===== src/rtl/cpu_run_monitor.sv =====
// Run control beside top_CPU: cycle budget, halt detection and a circular {PC, ALU_result} trace.
// Counters/state update one edge after the cause; the drain head is combinational and advances on rd_valid && rd_ready.
module cpu_run_monitor #(
    parameter int                AW         = 32,
    parameter int                DW         = 32,
    parameter int                DEPTH      = 16,
    parameter int                CW         = 16,
    parameter int                MAX_CYCLES = 110,
    parameter logic [AW-1:0]     HALT_ADDR  = 32'hFFFF_FFFC,
    localparam int               PW         = $clog2(DEPTH),
    localparam int               LW         = PW + 1
) (
    input  logic          clk,
    input  logic          Reset,
    input  logic          if_strobe,
    input  logic [AW-1:0] currentIAddr,
    input  logic [AW-1:0] nextIAddr,
    input  logic [DW-1:0] ALU_result,
    input  logic          restart,
    output logic          running,
    output logic          halted,
    output logic          timeout,
    output logic          overflow,
    output logic [CW-1:0] cycle_count,
    output logic [CW-1:0] instr_count,
    output logic [LW-1:0] trace_level,
    output logic          rd_valid,
    input  logic          rd_ready,
    output logic [AW-1:0] rd_pc,
    output logic [DW-1:0] rd_data
);

    typedef enum logic [1:0] {S_IDLE, S_RUN, S_HALTED, S_TIMEOUT} state_t;

    typedef struct packed {
        logic [AW-1:0] pc;
        logic [DW-1:0] data;
    } entry_t;

    state_t        state_q;
    logic [CW-1:0] cycle_q;
    logic [CW-1:0] instr_q;
    logic [PW-1:0] wr_ptr_q;
    logic [PW-1:0] rd_ptr_q;
    logic [LW-1:0] level_q;
    logic          overflow_q;
    entry_t        trace_mem [DEPTH];
    entry_t        head;

    logic in_run;
    logic drain_st;
    logic capture;
    logic halt_hit;
    logic budget_hit;
    logic buf_full;
    logic rd_fire;

    assign in_run     = (state_q == S_RUN);
    assign drain_st   = (state_q == S_HALTED) || (state_q == S_TIMEOUT);
    assign capture    = in_run && if_strobe;
    assign halt_hit   = capture && ((currentIAddr == HALT_ADDR) || (nextIAddr == currentIAddr));
    assign budget_hit = in_run && (cycle_q == CW'(MAX_CYCLES - 1));
    assign buf_full   = (level_q == LW'(DEPTH));
    assign rd_fire    = rd_valid && rd_ready;

    always_ff @(posedge clk or negedge Reset) begin
        if (!Reset) begin
            state_q    <= S_IDLE;
            cycle_q    <= '0;
            instr_q    <= '0;
            wr_ptr_q   <= '0;
            rd_ptr_q   <= '0;
            level_q    <= '0;
            overflow_q <= 1'b0;
        end else begin
            case (state_q)
                S_IDLE: state_q <= S_RUN;
                S_RUN: begin
                    cycle_q <= cycle_q + CW'(1);
                    if (if_strobe) begin
                        instr_q  <= instr_q + CW'(1);
                        wr_ptr_q <= wr_ptr_q + PW'(1);
                        // A full buffer drops its oldest entry to make room.
                        if (buf_full) begin
                            rd_ptr_q   <= rd_ptr_q + PW'(1);
                            overflow_q <= 1'b1;
                        end else begin
                            level_q <= level_q + LW'(1);
                        end
                    end
                    if (halt_hit) begin
                        state_q <= S_HALTED;
                    end else if (budget_hit) begin
                        state_q <= S_TIMEOUT;
                    end
                end
                S_HALTED, S_TIMEOUT: begin
                    if (restart) begin
                        state_q    <= S_RUN;
                        cycle_q    <= '0;
                        instr_q    <= '0;
                        wr_ptr_q   <= '0;
                        rd_ptr_q   <= '0;
                        level_q    <= '0;
                        overflow_q <= 1'b0;
                    end else if (rd_fire) begin
                        rd_ptr_q <= rd_ptr_q + PW'(1);
                        level_q  <= level_q - LW'(1);
                    end
                end
                default: state_q <= S_IDLE;
            endcase
        end
    end

    // Trace storage carries no reset; validity is tracked by level_q alone.
    always_ff @(posedge clk) begin
        if (capture) begin
            trace_mem[wr_ptr_q] <= '{pc: currentIAddr, data: ALU_result};
        end
    end

    assign head        = trace_mem[rd_ptr_q];
    assign running     = in_run;
    assign halted      = (state_q == S_HALTED);
    assign timeout     = (state_q == S_TIMEOUT);
    assign overflow    = overflow_q;
    assign cycle_count = cycle_q;
    assign instr_count = instr_q;
    assign trace_level = level_q;
    assign rd_valid    = drain_st && (level_q != '0);
    assign rd_pc       = rd_valid ? head.pc   : '0;
    assign rd_data     = rd_valid ? head.data : '0;

endmodule


===== config.mk =====
export PLATFORM = sky130hd
export DESIGN_NAME = cpu_run_monitor
export DESIGN_NICKNAME = d
export VERILOG_FILES = /design/src/rtl/cpu_run_monitor.sv
export SDC_FILE = /design/constraint.sdc
export NUM_CORES = 1
export LEC_CHECK = 0
export CAP_MARGIN = 20
export CORE_AREA = 2 2 357 253
export DETAILED_ROUTE_END_ITERATION = 10
export DIE_AREA = 0 0 359 255
export PLACE_DENSITY = 0.77
export SYNTH_ARGS = -nofsm -noshare
export SYNTH_HDL_FRONTEND = slang
export SYNTH_SLANG_ARGS = --single-unit

===== constraint.sdc =====
create_clock -name clk -period 9.7 [get_ports clk]
set_input_delay 1.455 -clock clk [delete_from_list [all_inputs] [get_ports clk]]
set_output_delay 1.455 -clock clk [all_outputs]
set_load 0.03 [all_outputs]

==> flow_metrics.py, run 1 <==
metrics = {
    "drt": {
        "wl_um": 96600,
        "viasPerCell": 6.01,
        "drc_errors": 0,
        "vias": 20200,
        "drt_iter0_markers": 2094,
        "firstDrtPassIters": 5,
        "wl_per_cell_um": 28.7,
        "ant_nets": 0,
    },
    "logic_synthesis": {
        "synth_edf_count": 1024,
        "ys_warn_count": 0,
        "syn_nets": 1954,
        "yosysSeqAreaShare_pct": 76.3,
        "async_reset_ff_share_pct": 4.48,
        "synth-seq-cells": 1072,
        "synth_flop_cell": "edfxtp_1",
        "syn_avg_cell_area_um2": 22.7,
        "syn_inst": 1842,
        "syn-cell-area_um2": 41900,
        "ys_types": 51,
    },
    "clock_tree": {
        "htreeDepth": 3,
        "ctsResizeCount": 0,
        "postCtsSetupRepairBufs": 0,
        "cts_made_buffers": 100,
        "path_clk_slew_ps": 60,
        "cts-root-buf": "clkbuf_16",
        "clk_path_buf_depth": 3,
        "cts_tree": "built",
        "clock_latency_ps": 650,
        "cts.sinks": 1072,
        "ctsHoldBuffers": 0,
    },
    "global_route": {
        "overflow": 0,
        "grt_pass1_vias": 20700,
        "grt_util_all_layers_pct": 21.0,
        "grt_pass1_wl_um": 140000,
        "antenna_found_initial": 13,
        "grt_max_degree": 161,
    },
    "floorplanning": {
        "die_y_um": 255,
        "coreArea_um2": 88800,
        "fp-row-count": 92,
        "ios": 207,
        "die_area_um2": 91500,
        "initial_utilization_pct": 47.2,
        "die_w_um": 359,
    },
    "setup_path": {
        "crit_path_frequent_cell": "mux4_2",
        "crit_required_ps": 8250,
        "critical_path_arrival_ps": 4640,
        "critPathKind": "reg2out",
        "worst_path_max_delay_cell": "dfrtp_4",
        "path_max_fanout": 118,
        "worstPathCellList": "buf_12, mux4_2, mux4_2, and2_1, clkdlybuf4s50_1",
        "cpPeakStageDelay_ps": 1020,
        "crit_path_end_kind": "output port",
        "start_kind": "flop",
    },
    "timing": {
        "min_period_over_period_pct": 62.9,
        "hold_viol": 0,
        "clock.fmax_mhz": 164,
        "fin_worst_skew_ps": 18.7,
        "period_minus_slack_ps": 6100,
        "finalHoldWorstSlack_ps": 509,
        "setup_violations": 0,
        "setup-tns-final_ps": 0,
        "fin_ws_ps": 3600,
        "slew_headroom_pct": 23.7,
        "rsz0062_at_grt": "no",
        "slew_viol_final": 0,
        "worstMarginPinSlew_ps": 1140,
    },
    "final_layout": {
        "fin_nets": 2212,
        "multi_input_area_um2": 9500,
        "fillers": 6394,
        "final_cells": 3362,
        "drive_above_1_share_pct": 23.7,
        "stdcell_area_um2": 48500,
        "seq_area_um2": 32000,
        "final_core_util_pct": 54.7,
        "area_growth_pct": 15.8,
    },
    "run": {
        "cap_viol_max_count": 0,
    },
    "place": {
        "dp_hpwl_um": 48700,
        "placed_cell_area_um2": 45300,
        "dp_cells": 3172,
        "gp_congestion": 0.768,
        "dp_slack_ps": 4190,
        "io_buffer_count": 206,
    },
    "power": {
        "power.leakage_nw": 15.1,
        "ir_drop_mv": 0.245,
        "p_total_mw": 11.9,
        "power_density_nw_per_um2": 246,
    },
    "hold_path": {
        "hp-class": "reg2reg",
    },
    "outcome": {
        "status": "completed",
    },
}
==> cells in the final DEF (no fill, tap or decap), drive strengths merged, types with 3 or more instances in the layout <==
master	synthesis	final
and3	4	4
xnor2	43	43
clkdlybuf4s50	0	205
mux4	320	320
nor4	7	7
nand2	29	29
bufinv	0	6
buf	43	38
inv	10	13
edfxtp	1024	1024
mux2i	4	4
dfrtp	48	48
clkinv	1	52
nand3	16	16
xor2	7	7
nand4	24	24
nor3	11	11
clkbuf	44	126
nor2	31	31
ha	11	11
o21ai	22	22
and2	84	84
nand3b	3	3
or4	3	3
nor2b	3	3
o31ai	3	3
a21oi	15	15
or3	6	6
a211oi	3	3
==> metal layers <==
layer	up-vias	GRT usage (%)	part of all wire [%]
met2	871	34.4	49
met3	139	4.29	8.0
met5	-	0	0.095
li1	8299	-	-
met4	16	4.99	1.8
met1	10900	29.4	41
==> layout make-up <==
class                   count  share of cell area (%)
flip-flops and latches   1072                    65.9
clock inverters            62                   0.952
clock buffers             126                    5.55
diodes                      1                 0.00516
multi-input cells         672                    19.6
well taps                1175                    3.03
repair buffers            243                    4.92
inverters                  11                  0.0851
==> kinds of logic after synthesis <==
| kind of cell | count (synthesis) | synth area share (%) |
|---|---|---|
| flip-flops | 1072 | 76.3 |
| multiplexers | 325 | 17.3 |
| AND/OR/NAND/NOR | 230 | 3.06 |
| buffers and inverters | 98 | 1.17 |
| AO/OA/AOI/OAI | 56 | 0.809 |
| XOR/XNOR | 50 | 1.05 |
| adder cells (fa/ha/maj) | 11 | 0.329 |
==> worst max-delay path: cells and delay by family (launching register included) <==
family,cells,cell delay [ps]
mux,2,1140
simple gates,1,260
buf+inv,2,1380
flops,1,1020
==> cell usage after synthesis, drive strengths merged, types with 2 or more instances <==
cell type,number,share of area (%)
and2,84,1.3
a21oi,15,0.18
inv,10,0.090
nor4,7,0.10
and3,4,0.060
nor2b,3,0.045
o221ai,2,0.042
nor2,31,0.28
nand3b,3,0.054
xnor2,43,0.90
nor3,11,0.13
edfxtp,1024,73
or3,6,0.090
nand4,24,0.36
dfrtp,48,2.9
o21ai,22,0.26
clkbuf,44,0.39
xor2,7,0.15
o211ai,2,0.036
or4,3,0.054
mux2i,4,0.096
nand2b,2,0.030
ha,11,0.33
mux4,320,17
o31ai,3,0.054
buf,43,0.68
nand2,29,0.26
a211oi,3,0.066
nand3,16,0.19
==> worst paths after layout <==
check | endpoint | cells after the start | start | slack (ps)
min in group asynchronous | cycle_count[2]$_DFFE_PN0P_ | 1 | Reset | 720
worst max-delay path | rd_pc[2] | 5 | rd_ptr_q[0]$_DFFE_PN0P_ | 3600
worst max register to register | trace_mem[11][4]$_DFFE_PP_ | 4 | state_q[1]$_DFFE_PN0P_ | 6250
max in group asynchronous | instr_count[5]$_DFFE_PN0P_ | 2 | Reset | 8460
worst min register to register | cycle_count[15]$_DFFE_PN0P_ | 1 | cycle_count[15]$_DFFE_PN0P_ | 510
worst min-delay path | cycle_count[15]$_DFFE_PN0P_ | 1 | cycle_count[15]$_DFFE_PN0P_ | 510
==> sequential cells by signal, summed over array words and instances (netlist names) <==
register	cells
rd_ptr_q	4
trace_mem	1024
overflow	1
wr_ptr_q	4
state_q	2
cycle_count	16
instr_count	16
trace_level	5
==> where the power goes <==
group	switching (mW)	internal, mW	total [mW]	leakage, nW
Sequential	0.199	5.44	5.64	9.84
Clock	1.64	2.12	3.77	1.54
Combinational	1.21	1.30	2.51	3.75
Total	3.05	8.86	11.9	15.1
Note: power is estimated with default switching activity, not from simulation.
==> inputs of run 2 (changes only) <==
PLACE_DENSITY = 0.8   (was 0.77)
clock period = 5.1 ns   (was 9.7 ns; I/O delays follow)
==> run 2 against run 1 <==
Clock-buffer cell count decreased by 2; critical path depth rose by 2; combinational power up 100%; non-clock buffer count is 27 higher; global-route usage up 1.0 points; sequential share of layout area is 1.0 points lower; clock skew fell by 3.3 ps; setup slack lost 3200 ps; sequential power up 90%; register-to-register slack got worse by 4300 ps; utilization up 0.84 points; critical path type unchanged; largest power group unchanged.
==> flow_metrics.py, run 2 (synthesis gave the netlist of run 1 again) <==
metrics = {
    "clock_tree": {
        "htreeDepth": 3,
        "cts_tree": "built",
        "clock_latency_ps": 670,
        "postCtsSetupRepairBufs": 0,
        "path_clk_slew_ps": 70,
        "cts.sinks": 1072,
        "cts-root-buf": "clkbuf_16",
        "clk_path_buf_depth": 3,
        "ctsHoldBuffers": 0,
        "ctsResizeCount": 0,
        "cts_made_buffers": 103,
    },
    "setup_path": {
        "crit_required_ps": 4340,
        "crit_path_end_kind": "output port",
        "rr_endpoint": "trace_mem[10][23]$_DFFE_PP_",
        "path_max_fanout": 34,
        "cpLargestDelayFamily": "simple AND/OR/NAND/NOR gates",
        "reg2regPathDepth": 4,
        "critical_path_arrival_ps": 3950,
        "worst_path_max_delay_cell": "and2_2",
        "worstPathCellList": "inv_1, ha_1, or4b_1, and2_2, buf_4, and2_1, clkdlybuf4s50_1",
        "critPathKind": "reg2out",
        "rr_startpoint": "state_q[1]$_DFFE_PN0P_",
        "critPathCapture": "rd_pc[6]",
        "start_kind": "flop",
        "cpPeakStageDelay_ps": 900,
        "crit_cells": 7,
        "path_buf_inv": 3,
        "cp-startpoint": "trace_level[0]$_DFFE_PN0P_",
        "r2r_setup_slack_ps": 1990,
    },
    "floorplanning": {
        "fp-row-count": 92,
        "coreArea_um2": 88800,
        "die_w_um": 359,
        "ios": 207,
        "die_area_um2": 91500,
        "initial_utilization_pct": 47.2,
        "die_y_um": 255,
    },
    "timing": {
        "slew_viol_final": 0,
        "rsz0062_at_grt": "no",
        "worstMarginPinSlew_ps": 1130,
        "clock.fmax_mhz": 212,
        "setup-tns-final_ps": 0,
        "min_period_over_period_pct": 92.5,
        "fin_ws_ps": 382,
        "fin_worst_skew_ps": 15.4,
        "period_minus_slack_ps": 4720,
        "slew_headroom_pct": 24.8,
        "hold_viol": 0,
        "setup_violations": 0,
    },
    "final_layout": {
        "fin_nets": 2242,
        "fillers": 6305,
        "drive_above_1_share_pct": 25.6,
        "largest_reg_flops": 1024,
        "final_cells": 3399,
        "final_core_util_pct": 55.5,
        "layout_common_cells": "1024 x edfxtp_1, 320 x mux4_2, 205 x clkdlybuf4s50_1, 103 x clkbuf_16, 67 x and2_1",
        "layout_commonest_cell": "edfxtp_1",
        "area_growth_pct": 17.6,
        "regMostFlops": "trace_mem",
    },
    "global_route": {
        "grt_max_degree": 71,
        "antenna_found_initial": 7,
        "overflow": 0,
        "grt_pass1_vias": 21400,
        "grt_util_all_layers_pct": 22.0,
        "grt_pass1_wl_um": 146000,
    },
    "drt": {
        "vias": 20900,
        "wl_per_cell_um": 29.7,
        "viasPerCell": 6.15,
        "firstDrtPassIters": 5,
        "drt_iter0_markers": 2681,
        "ant_nets": 0,
        "drc_errors": 0,
        "wl_um": 101000,
    },
    "power": {
        "ir_drop_mv": 0.314,
        "power_density_nw_per_um2": 477,
        "power.leakage_nw": 15.4,
        "p_total_mw": 23.5,
    },
    "place": {
        "gp_congestion": 0.799,
        "dp_hpwl_um": 54000,
        "io_buffer_count": 206,
        "dp_cells": 3198,
        "dp_slack_ps": 1010,
    },
    "run": {
        "cap_viol_max_count": 0,
    },
    "outcome": {
        "status": "completed",
    },
    "hold_path": {
        "hp-class": "in2async",
    },
}
run 2: worst min-delay path by stage:
stage / start / end / slack (ps) / cells after the start
2_1_floorplan: Reset / cycle_count[0]$_DFFE_PN0P_ / 470 / 0
3_3_place_gp: cycle_count[15]$_DFFE_PN0P_ / cycle_count[15]$_DFFE_PN0P_ / 500 / 1
3_5_place_dp: cycle_count[15]$_DFFE_PN0P_ / cycle_count[15]$_DFFE_PN0P_ / 510 / 1
4_1_cts: Reset / rd_ptr_q[0]$_DFFE_PN0P_ / 330 / 1
5_1_grt: Reset / cycle_count[4]$_DFFE_PN0P_ / 520 / 2
6_report: Reset / cycle_count[4]$_DFFE_PN0P_ / 510 / 2
run 2: layout make-up:
cell class	instances	area (µm²)	area share [%]
Sequential cell	1072	32000	64.9
Inverter	11	41.3	0.0838
Tap cell	1175	1470	2.98
Timing Repair Buffer	270	2820	5.71
Clock inverter	70	759	1.54
Multi-Input combinational cell	672	9500	19.3
Antenna cell	5	12.5	0.0254
Clock buffer	124	2700	5.47
run 2: power by group:
group	internal [mW]	switching (mW)
Sequential	10.4	0.304
Combinational	2.59	2.53
Clock	4.46	3.27
Total	17.4	6.11
run 2: worst reg2reg max path, cell delays in order, from the launching register on:
cell      delay [ps]
dfrtp_1          550
nand3b_1         500
nor3b_1          570
and2_4           760
buf_4            420
run 2: metrics by stage:
step,area (µm²),hold WS [ps]
after floorplan,41900,469
after global routing,49300,519
after CTS,49200,334
after global placement,45800,501
after detailed placement,45800,510
final,49300,508
run 2: per-layer routing:
metal	track usage, %	wire (µm)	part of all wire [%]	up-vias
met5	0	47	0.047	-
met4	5.30	2250	2.2	8
met3	4.88	9050	9.0	194
met2	36.4	50200	50	1213
met1	30.2	39400	39	11100
li1	-	-	-	8374
